`config.mk`:
```
export PLATFORM = sky130hd
export DESIGN_NAME = mcore_mem_arb
export DESIGN_NICKNAME = d
export VERILOG_FILES = /design/src/rtl/mcore_pkg.sv /design/src/rtl/mcore_tag_fifo.sv /design/src/rtl/mcore_mem_arb.sv
export SDC_FILE = /design/constraint.sdc
export NUM_CORES = 1
export LEC_CHECK = 0
export ABC_AREA = 0
export CELL_PAD_IN_SITES_DETAIL_PLACEMENT = 1
export CELL_PAD_IN_SITES_GLOBAL_PLACEMENT = 2
export CORE_MARGIN = 10
export CORE_UTILIZATION = 12
export DETAILED_ROUTE_END_ITERATION = 7
export PLACE_DENSITY = 0.83
export SLEW_MARGIN = 20
export SYNTH_ARGS = -nofsm -noshare
export SYNTH_HDL_FRONTEND = slang
export SYNTH_HIERARCHICAL = 1
export SYNTH_SLANG_ARGS = --single-unit
```
`constraint.sdc`:
```
create_clock -name aclk -period 3.5 [get_ports aclk]
set_input_delay 0.525 -clock aclk [delete_from_list [all_inputs] [get_ports aclk]]
set_output_delay 0.525 -clock aclk [all_outputs]
set_load 0.01 [all_outputs]
```
`src/rtl/mcore_pkg.sv`:
```
// Shared types and constants for the mcore memory-port arbiter and its tag FIFO.
package mcore_pkg;

    localparam int MCORE_MEM_PORTS = 3;
    localparam int ARB_ID_W        = $clog2(MCORE_MEM_PORTS);

    typedef logic [ARB_ID_W-1:0] arb_id_t;

    localparam arb_id_t PORT_SRC  = arb_id_t'(0);
    localparam arb_id_t PORT_FB   = arb_id_t'(1);
    localparam arb_id_t PORT_PLUT = arb_id_t'(2);

    typedef enum logic {
        ARB_OPEN   = 1'b0,
        ARB_LOCKED = 1'b1
    } arb_state_e;

endpackage

```
`src/rtl/mcore_tag_fifo.sv`:
```
// In-order FIFO of granted port IDs with a fall-through head; one cycle push-to-visible.
// Pushes while full and pops while empty are ignored; simultaneous push/pop keeps count.
module mcore_tag_fifo #(
    parameter int DEPTH = 4,
    parameter int WIDTH = 2
) (
    input  logic                     clk,
    input  logic                     rst,
    input  logic                     push,
    input  logic [WIDTH-1:0]         push_data,
    input  logic                     pop,
    output logic [WIDTH-1:0]         head,
    output logic                     full,
    output logic                     empty,
    output logic [$clog2(DEPTH):0]   count
);

    localparam int PTR_W = $clog2(DEPTH);

    logic [WIDTH-1:0] mem [DEPTH];
    logic [PTR_W-1:0] wr_ptr;
    logic [PTR_W-1:0] rd_ptr;
    logic             do_push;
    logic             do_pop;

    assign full    = (count == (PTR_W+1)'(DEPTH));
    assign empty   = (count == '0);
    assign do_push = push & ~full;
    assign do_pop  = pop & ~empty;
    assign head    = mem[rd_ptr];

    always_ff @(posedge clk or posedge rst) begin
        if (rst) begin
            wr_ptr <= '0;
            rd_ptr <= '0;
            count  <= '0;
        end else begin
            if (do_push) wr_ptr <= wr_ptr + 1'b1;
            if (do_pop)  rd_ptr <= rd_ptr + 1'b1;
            case ({do_push, do_pop})
                2'b10:   count <= count + 1'b1;
                2'b01:   count <= count - 1'b1;
                default: count <= count;
            endcase
        end
    end

    // Storage needs no reset: entries are only visible between push and pop.
    always_ff @(posedge clk) begin
        if (do_push) mem[wr_ptr] <= push_data;
    end

endmodule

```
`src/rtl/mcore_mem_arb.sv`:
```
// Round-robin arbiter for the mcore memory port: zero-latency request path, responses routed in order.
// A stalled request is locked until granted; no new grant while MAX_OUTSTANDING responses are pending.
module mcore_mem_arb
    import mcore_pkg::*;
#(
    parameter int N_PORTS         = 3,
    parameter int DATA_WIDTH      = 32,
    parameter int ADDR_WIDTH      = 32,
    parameter int MAX_OUTSTANDING = 4
) (
    input  logic                              aclk,
    input  logic                              areset,
    input  logic [N_PORTS-1:0]                s_req,
    input  logic [N_PORTS*ADDR_WIDTH-1:0]     s_addr,
    input  logic [N_PORTS-1:0]                s_we,
    input  logic [N_PORTS*DATA_WIDTH-1:0]     s_wdata,
    input  logic [N_PORTS*DATA_WIDTH/8-1:0]   s_be,
    output logic [N_PORTS-1:0]                s_gnt,
    output logic [N_PORTS-1:0]                s_rsp_valid,
    output logic [DATA_WIDTH-1:0]             s_rsp_rdata,
    output logic                              s_rsp_error,
    output logic                              mem_req,
    output logic [ADDR_WIDTH-1:0]             mem_addr,
    output logic                              mem_we,
    output logic [DATA_WIDTH-1:0]             mem_wdata,
    output logic [DATA_WIDTH/8-1:0]           mem_be,
    input  logic                              mem_gnt,
    input  logic                              mem_rsp_valid,
    input  logic [DATA_WIDTH-1:0]             mem_rsp_rdata,
    input  logic                              mem_rsp_error,
    output logic                              busy,
    output logic                              err_unexpected_rsp
);

    localparam int ID_W  = $clog2(N_PORTS);
    localparam int BE_W  = DATA_WIDTH/8;
    localparam int CNT_W = $clog2(MAX_OUTSTANDING) + 1;

    arb_state_e       state;
    arb_state_e       state_nxt;
    logic [ID_W-1:0]  rr_ptr;
    logic [ID_W-1:0]  locked_id;
    logic [ID_W-1:0]  locked_id_nxt;
    logic [ID_W-1:0]  rr_sel;
    logic [ID_W-1:0]  sel;
    logic [ID_W-1:0]  head_id;
    logic             rr_found;
    int               rr_idx;
    logic             fifo_full;
    logic             fifo_empty;
    logic [CNT_W-1:0] fifo_count;
    logic             grant;
    logic             pop;

    always_comb begin
        rr_sel   = rr_ptr;
        rr_found = 1'b0;
        rr_idx   = 0;
        for (int k = 0; k < N_PORTS; k++) begin
            rr_idx = (int'(rr_ptr) + k) % N_PORTS;
            if (!rr_found && s_req[rr_idx[ID_W-1:0]]) begin
                rr_found = 1'b1;
                rr_sel   = rr_idx[ID_W-1:0];
            end
        end
    end

    assign sel     = (state == ARB_LOCKED) ? locked_id : rr_sel;
    assign mem_req = s_req[sel] & ~fifo_full & ~areset;
    assign grant   = mem_req & mem_gnt;
    assign pop     = mem_rsp_valid & ~fifo_empty & ~areset;

    always_comb begin
        mem_addr  = '0;
        mem_we    = 1'b0;
        mem_wdata = '0;
        mem_be    = '0;
        if (mem_req) begin
            mem_addr  = s_addr[int'(sel)*ADDR_WIDTH +: ADDR_WIDTH];
            mem_we    = s_we[sel];
            mem_wdata = s_wdata[int'(sel)*DATA_WIDTH +: DATA_WIDTH];
            mem_be    = s_be[int'(sel)*BE_W +: BE_W];
        end
    end

    always_comb begin
        s_gnt       = '0;
        s_rsp_valid = '0;
        for (int i = 0; i < N_PORTS; i++) begin
            s_gnt[i]       = grant && (sel == ID_W'(i));
            s_rsp_valid[i] = pop && (head_id == ID_W'(i));
        end
    end

    assign s_rsp_rdata = areset ? '0 : mem_rsp_rdata;
    assign s_rsp_error = ~areset & mem_rsp_error;
    assign busy        = ~areset & ((fifo_count != '0) | (|s_req));

    // Lock holds the memory-side request stable while memory stalls it.
    always_comb begin
        state_nxt     = state;
        locked_id_nxt = locked_id;
        case (state)
            ARB_OPEN: begin
                if (mem_req && !mem_gnt) begin
                    state_nxt     = ARB_LOCKED;
                    locked_id_nxt = sel;
                end
            end
            ARB_LOCKED: begin
                if (grant) state_nxt = ARB_OPEN;
            end
            default: state_nxt = ARB_OPEN;
        endcase
    end

    always_ff @(posedge aclk or posedge areset) begin
        if (areset) begin
            state     <= ARB_OPEN;
            locked_id <= '0;
        end else begin
            state     <= state_nxt;
            locked_id <= locked_id_nxt;
        end
    end

    always_ff @(posedge aclk or posedge areset) begin
        if (areset) begin
            rr_ptr             <= '0;
            err_unexpected_rsp <= 1'b0;
        end else begin
            if (grant) rr_ptr <= (sel == ID_W'(N_PORTS-1)) ? '0 : sel + 1'b1;
            if (mem_rsp_valid && fifo_empty) err_unexpected_rsp <= 1'b1;
        end
    end

    mcore_tag_fifo #(
        .DEPTH (MAX_OUTSTANDING),
        .WIDTH (ID_W)
    ) u_tag_fifo (
        .clk       (aclk),
        .rst       (areset),
        .push      (grant),
        .push_data (sel),
        .pop       (pop),
        .head      (head_id),
        .full      (fifo_full),
        .empty     (fifo_empty),
        .count     (fifo_count)
    );

endmodule

```
==> results of run 1 <==
-- worst min path at each step --
| stage | start | endpoint | depth (start not counted) |
|---|---|---|---|
| 3_3_place_gp | err_unexpected_rsp | err_unexpected_rsp | 1 |
| 6_report | err_unexpected_rsp | err_unexpected_rsp | 1 |
| 3_5_place_dp | err_unexpected_rsp | err_unexpected_rsp | 1 |
| 2_1_floorplan | areset | u_tag_fifo/count[0] | 1 |
| 5_1_grt | err_unexpected_rsp | err_unexpected_rsp | 1 |
| 4_1_cts | err_unexpected_rsp | err_unexpected_rsp | 1 |
-- Yosys cell counts, types with 2 or more instances --
library cell / number / area share
buf_2: 14 / 0.020
xor2_1: 3 / 0.0076
mux2i_1: 75 / 0.22
and2_2: 2 / 0.0043
mux4_2: 2 / 0.013
buf_1: 7 / 0.0076
a21o_1: 2 / 0.0043
clkbuf_1: 11 / 0.012
nor3b_1: 3 / 0.0065
nor3_1: 3 / 0.0043
a211oi_1: 2 / 0.0043
a2bb2oi_1: 71 / 0.18
xnor2_1: 3 / 0.0076
mux2_2: 5 / 0.016
a21oi_1: 6 / 0.0087
nand3_1: 2 / 0.0029
and2_1: 4 / 0.0072
nor2_1: 80 / 0.087
a31oi_1: 2 / 0.0036
inv_1: 19 / 0.021
dfrtp_1: 13 / 0.094
nor2b_1: 33 / 0.060
o22ai_1: 2 / 0.0036
ha_1: 9 / 0.032
nand2_1: 8 / 0.0087
o31ai_1: 2 / 0.0043
buf_6: 8 / 0.026
buf_4: 2 / 0.0043
nand2b_1: 2 / 0.0036
edfxtp_1: 8 / 0.069
-- through the flow --
step | TNS, ns | setup slack, ns | instances | hold slack (ns)
floorplan | 0 | 0.217 | 423 | 0.328
global route | -14.20 | -0.291 | 1234 | 0.503
global placement | -42.87 | -0.686 | 1187 | 0.445
detailed placement | -45.31 | -0.694 | 1187 | 0.461
finish | -5.51 | -0.162 | 1234 | 0.466
CTS | -2.69 | -0.129 | 1218 | 0.478
-- power by group through the flow --
stage	Combinational (W)	Sequential, W	Clock [W]
6_report	0.00754	0.000465	0.000244
5_1_grt	0.00799	0.000477	0.000264
4_1_cts	0.00600	0.000466	0.000249
3_5_place_dp	0.00509	0.000466	0
3_3_place_gp	0.00505	0.000454	0
2_1_floorplan	0.00284	0.000436	0
-- worst max-delay path, cell delays in order (launching register included) --
cell and delay [ns]:
dfrtp_2 0.44, inv_2 0.09, ha_4 0.21, mux2i_4 0.32, nor2_4 0.07, o311ai_4 0.34, buf_4 0.18, a21oi_4 0.06
buf_12 0.16, buf_12 0.14, buf_4 0.14, buf_4 0.14, mux2i_2 0.21, a2bb2oi_2 0.21, nor2_4 0.04, buf_6 0.11
-- timing repair --
item | 4_1_cts | 5_1_grt
setup endpoints to repair | 75 | 74
gates cloned | 4 | 6
hold buffers | 0 | 0
pin swaps | 16 | 33
setup buffers | 23 | 12
gates resized for setup | 358 | 213
-- per-layer routing --
metal | up-vias | global-route usage | share of wire
met3 | 16 | 0.0364 | 0.083
met5 | - | 0 | 0
met2 | 207 | 0.220 | 0.52
li1 | 2387 | - | -
met4 | 0 | 0.0134 | 0.010
met1 | 2416 | 0.133 | 0.38
-- state kept, by name, indices dropped and copies added (netlist names), named ones only --
| signal | flops |
|---|---|
| err_unexpected_rsp | 1 |
| u_tag_fifo/wr_ptr | 2 |
| u_tag_fifo/count | 3 |
| u_tag_fifo/rd_ptr | 2 |
| u_tag_fifo/mem | 8 |
| rr_ptr | 2 |
| locked_id | 2 |
-- cell families (layout without fill, tap and decap cells) --
logic type	Yosys count	count (layout)	share of synthesized area
xor gates and xnor gates	6	6	0.0152
adders and majority gates	10	10	0.0383
buffers and inverters	62	489	0.0917
muxes	84	84	0.253
DFF	21	21	0.163
and+or+nand+nor	141	141	0.197
AOI/OAI and AO/OA	99	99	0.241
-- cell type report --
cell class	count	area [sq um]	area share
sequential	21	567	0.0597
clock buffer	4	78.8	0.00830
inverter	20	80.1	0.00844
multi-input combinational	340	3620	0.381
timing repair buffer	465	4670	0.492
tap	384	480	0.0506
==> metrics.csv, run 1 <==
metric;value;unit
Clock Power Share;0.030;
Switch Pwr;0.00361;W
setup slack after layout;-0.162;ns
Max Cap Violations;0;
prevailing post-synth register cell;dfrtp_1;
CTS root buf;clkbuf_16;
worst path arrival time;3.14;ns
Slew Viols, Final;0;
die extent in y;190;um
detailed-route via count;5026;
CTS sink cnt;21;
worst-margin pin slew;0.441;ns
I/O pins;358;
fmax;273;MHz
WP data required;2.97;ns
Post-Syn Nets;680;
syn avg cell area;8.20;sq um
failing checks;negative setup slack;
Fin Clk Skew;0.00505;ns
Final Instance Area;9490;sq um
Flop pwr share;0.056;
final core occ;0.332;
flop2flop setup slack;0;ns
Port Buf Inserts;357;
most frequent cells in the layout;281 x clkdlybuf4s50_1, 69 x buf_4, 55 x mux2i_1;
Power Density;869;nW/um^2
Synth Warn #;6;
Hold WC Path Type;reg2reg;
shortest period the worst path allows;3.66;ns
Power Internal;0.00464;W
worst setup path start;rr_ptr[1];
clk buf depth;2;
Routability Congestion;0.806;
DPL Wire Length;18700;um
share of cells above drive strength 1;0.409;
Fin. Hold Viols;0;
worst-skew pair later-pin latency;0.26;ns
CP endpoint;mem_addr[16];
final WL;25300;um
fraction of registers with async set/reset;0.619;
drt pass-1 iters;4;
first-pass GRT wire length;33600;um
largest net degree at the start of global routing;47;
final setup fails;61;
initial drt markers;89;
Crit Path Class;reg2out;
initial core utilization;0.121;
Power, Total;0.00825;W
row count;62;
most common cell after layout, fill and taps aside;clkdlybuf4s50_1;
DIE AREA;36100;sq um
die width;190;um
Post-DRT Antenna Nets;0;
Mapped Area;3470;sq um
Setup crit start kind;flop;
Vias/cell;4.07;
Net count, final;1108;
Crit Path Max Fanout;6;
DRC viols;0;
Switching Fraction;0.438;
mean routed wirelength per cell;20.5;um
CTS tree;done;
Congestion Overflow GR;0;
Ant. Diodes;0;
Placement Cell Area;7890;sq um
Area Overhead vs Synth;174;%
RSZ-0062 raised after global routing;true;
Num CTS Buffers;3;
flops & latches, synth;21;
synth unique cells;50;
Logic pwr share;0.914;
status;finished with violations;
LEAKAGE;3.94;nW
terminus of the critical flop-to-flop path;u_tag_fifo/count[2];
Max VDD drop;341;uV
vias in the first global route;5544;
fill cell count;3239;
register area share after synthesis;0.163;
Crit. End Element;output port;
RR Startpoint;rr_ptr[1];
H-tree depth;1;
clk slew on worst S/H paths;0.06;ns
gr usage total;0.119;
Post-synth EDFFs;8;
post-synthesis cell count;423;
Reg2Reg Depth;20;
CORE AREA;28600;sq um
initial antenna violation count;0;
final critical-path share of the clock period;1.05;
relative slew slack;0.706;
No activity file was read; power rests on OpenSTA's default activity.
==> inputs of run 2 (changes only) <==
Settings changed: ABC_CLOCK_PERIOD_IN_PS from default to 3500, CORE_MARGIN 10 to 3.
==> metrics.csv, run 2 (synthesis gave the netlist of run 1 again) <==
metric;value;unit;change
status;finished with violations;;
failing checks;negative setup slack;;
H-tree depth;1;;unchanged
drt pass-1 iters;4;;unchanged
Max VDD drop;440;uV;+29%
Num CTS Buffers;3;;unchanged
Slew Viols, Final;0;;unchanged
setup slack after layout;-0.103;ns;+0.0589 ns
Placement Cell Area;7880;sq um;-0.13%
worst path arrival time;3.08;ns;-0.06 ns
Final Instance Count excl. Fillers;1208;;-2.1%
Crit. End Element;output port;;
first-pass GRT wire length;31300;um;-6.8%
die extent in y;176;um;-7.4%
final WL;22800;um;-9.9%
flip-flop count of the largest register after layout;8;;unchanged
CTS sink cnt;21;;unchanged
initial antenna violation count;0;;unchanged
most common cell after layout, fill and taps aside;clkdlybuf4s50_1;;
Fin Clk Skew;0.00602;ns;+0.000966 ns
worst-skew pair later-pin latency;0.26;ns;about the same
CTS root buf;clkbuf_16;;
Ant. Diodes;0;;unchanged
RSZ-0062 raised after global routing;true;;
final core occ;0.321;;-0.0108
RR Startpoint;rr_ptr[1];;
Max Cap Violations;0;;unchanged
Routability Congestion;0.792;;-1.7%
worst-margin pin slew;0.462;ns;+0.0213 ns
Fin. Hold Viols;0;;unchanged
CORE AREA;28200;sq um;-1.6%
Post-DRT Antenna Nets;0;;unchanged
Crit Path Class;reg2out;;
Area Overhead vs Synth;161;%;
mean routed wirelength per cell;18.8;um;-8.0%
terminus of the critical flop-to-flop path;u_tag_fifo/count[2];;
largest net degree at the start of global routing;49;;+4.3%
Vias/cell;4.12;;+1.1%
I/O pins;358;;unchanged
Reg2Reg Depth;19;;-5.0%
relative slew slack;0.691;;-0.0152
Net count, final;1088;;-1.8%
LEAKAGE;3.76;nW;-4.5%
DPL Wire Length;16700;um;-11%
Power, Total;0.00768;W;-6.8%
CTS tree;done;;
Hold WC Path Type;reg2reg;;
# hold bufs at CTS;0;;unchanged
worst hold path depth;1;;unchanged
shortest period the worst path allows;3.60;ns;-0.0589 ns
WP data required;2.97;ns;about the same
die width;176;um;-7.4%
clk buf depth;2;;unchanged
Power Density;850;nW/um^2;-2.1%
hold endpoint;err_unexpected_rsp;;
Biggest register;u_tag_fifo/mem;;
clk slew on worst S/H paths;0.06;ns;about the same
Setup crit start kind;flop;;
Final Instance Area;9030;sq um;-4.8%
initial drt markers;85;;-4.5%
Largest regs;u_tag_fifo/mem x8, u_tag_fifo/count x3;;
pre-CTS setup slack;-0.773;ns;-0.0788 ns
vias in the first global route;5456;;-1.6%
final critical-path share of the clock period;1.03;;-0.0168
share of cells above drive strength 1;0.382;;-0.0275
Port Buf Inserts;357;;unchanged
detailed-route via count;4974;;-1.0%
initial core utilization;0.123;;+0.00199
DIE AREA;31000;sq um;-14%
Placed Instances;1179;;-0.67%
final setup fails;67;;+9.8%
flop2flop setup slack;0.09;ns;+0.09 ns
row count;61;;-1.6%
Congestion Overflow GR;0;;unchanged
DRC viols;0;;unchanged
most frequent cells in the layout;282 x clkdlybuf4s50_1, 54 x buf_2, 48 x buf_4;;
hold path startpoint;err_unexpected_rsp;;
Crit Path Max Fanout;28;;+22
gr usage total;0.129;;+0.0108
fmax;278;MHz;+1.6%
[run 2: changes by cell type in the layout (fill, tap and decap cells not counted), moves of 3 or more]
cell / before / now
buf_2: 38 / 54
buf_4: 69 / 48
a2bb2oi_1: 28 / 25
a2bb2oi_2: 40 / 44
nor2_1: 26 / 45
buf_8: 5 / 8
mux2i_1: 55 / 44
buf_6: 44 / 24
mux2i_2: 10 / 21
buf_12: 11 / 15
nor2_4: 33 / 13
clkbuf_2: 0 / 3
[run 2: final cells by class]
cell class	count	area, sq um
Inverter	20	75.1
Multi-Input combinational cell	340	3460
Timing Repair Buffer	445	4380
Clock buffer	3	75.1
Clock inverter	1	5.00
Tap cell	378	473
Sequential cell	21	566
Fill cell	3207	19100
[run 2: worst max path at each step]
stage | from | to | slack [ns] | cells past startpoint
2_1_floorplan | rr_ptr[0] | u_tag_fifo/count[2] | 0.22 | 17
3_3_place_gp | s_req[0] | mem_addr[2] | -0.69 | 10
3_5_place_dp | s_req[0] | mem_addr[2] | -0.77 | 10
4_1_cts | rr_ptr[0] | mem_addr[1] | -0.12 | 13
5_1_grt | rr_ptr[0] | mem_addr[18] | -0.30 | 14
6_report | rr_ptr[1] | s_gnt[0] | -0.10 | 10
[run 2: repair_timing]
action	in CTS	in global routing
endpoints found under the setup margin	75	74
pin swaps	15	28
resized for setup	351	162
hold endpoints to repair	0	0
setup buffers	14	11
gates cloned	5	5
[run 2: routing by layer]
metal  GRT usage  up-vias  wire length (um)
met2       0.249      199             12400
met4      0.0274        0               352
met3      0.0280       22              1420
met5           0        -                 0
li1            -     2343                 -
met1       0.146     2410              8600
[run 2: stage by stage]
stage / hold slack (ns) / setup TNS [ns]
after floorplan: 0.328 / 0
after global placement: 0.446 / -45.53
after detailed placement: 0.455 / -51.57
after CTS: 0.469 / -2.36
after global routing: 0.486 / -14.72
final: 0.459 / -4.00
[run 2: power by group]
group	switching [W]	total, W	leakage, nW	internal (W)
combinational	0.00315	0.00698	3.50	0.00383
clock	0.0000908	0.000244	0.0409	0.000154
sequential	0.0000936	0.000456	0.226	0.000362
total	0.00334	0.00768	3.76	0.00435
[run 2: critical path: stages (launching register included)]
cell,delay (ns)
dfrtp_1,0.41
buf_6,0.14
ha_4,0.30
nand2_4,0.08
o221a_1,0.27
a2bb2oi_2,0.18
o31ai_4,0.39
buf_6,0.34
nor3b_1,0.09
buf_4,0.15
clkdlybuf4s50_1,0.47
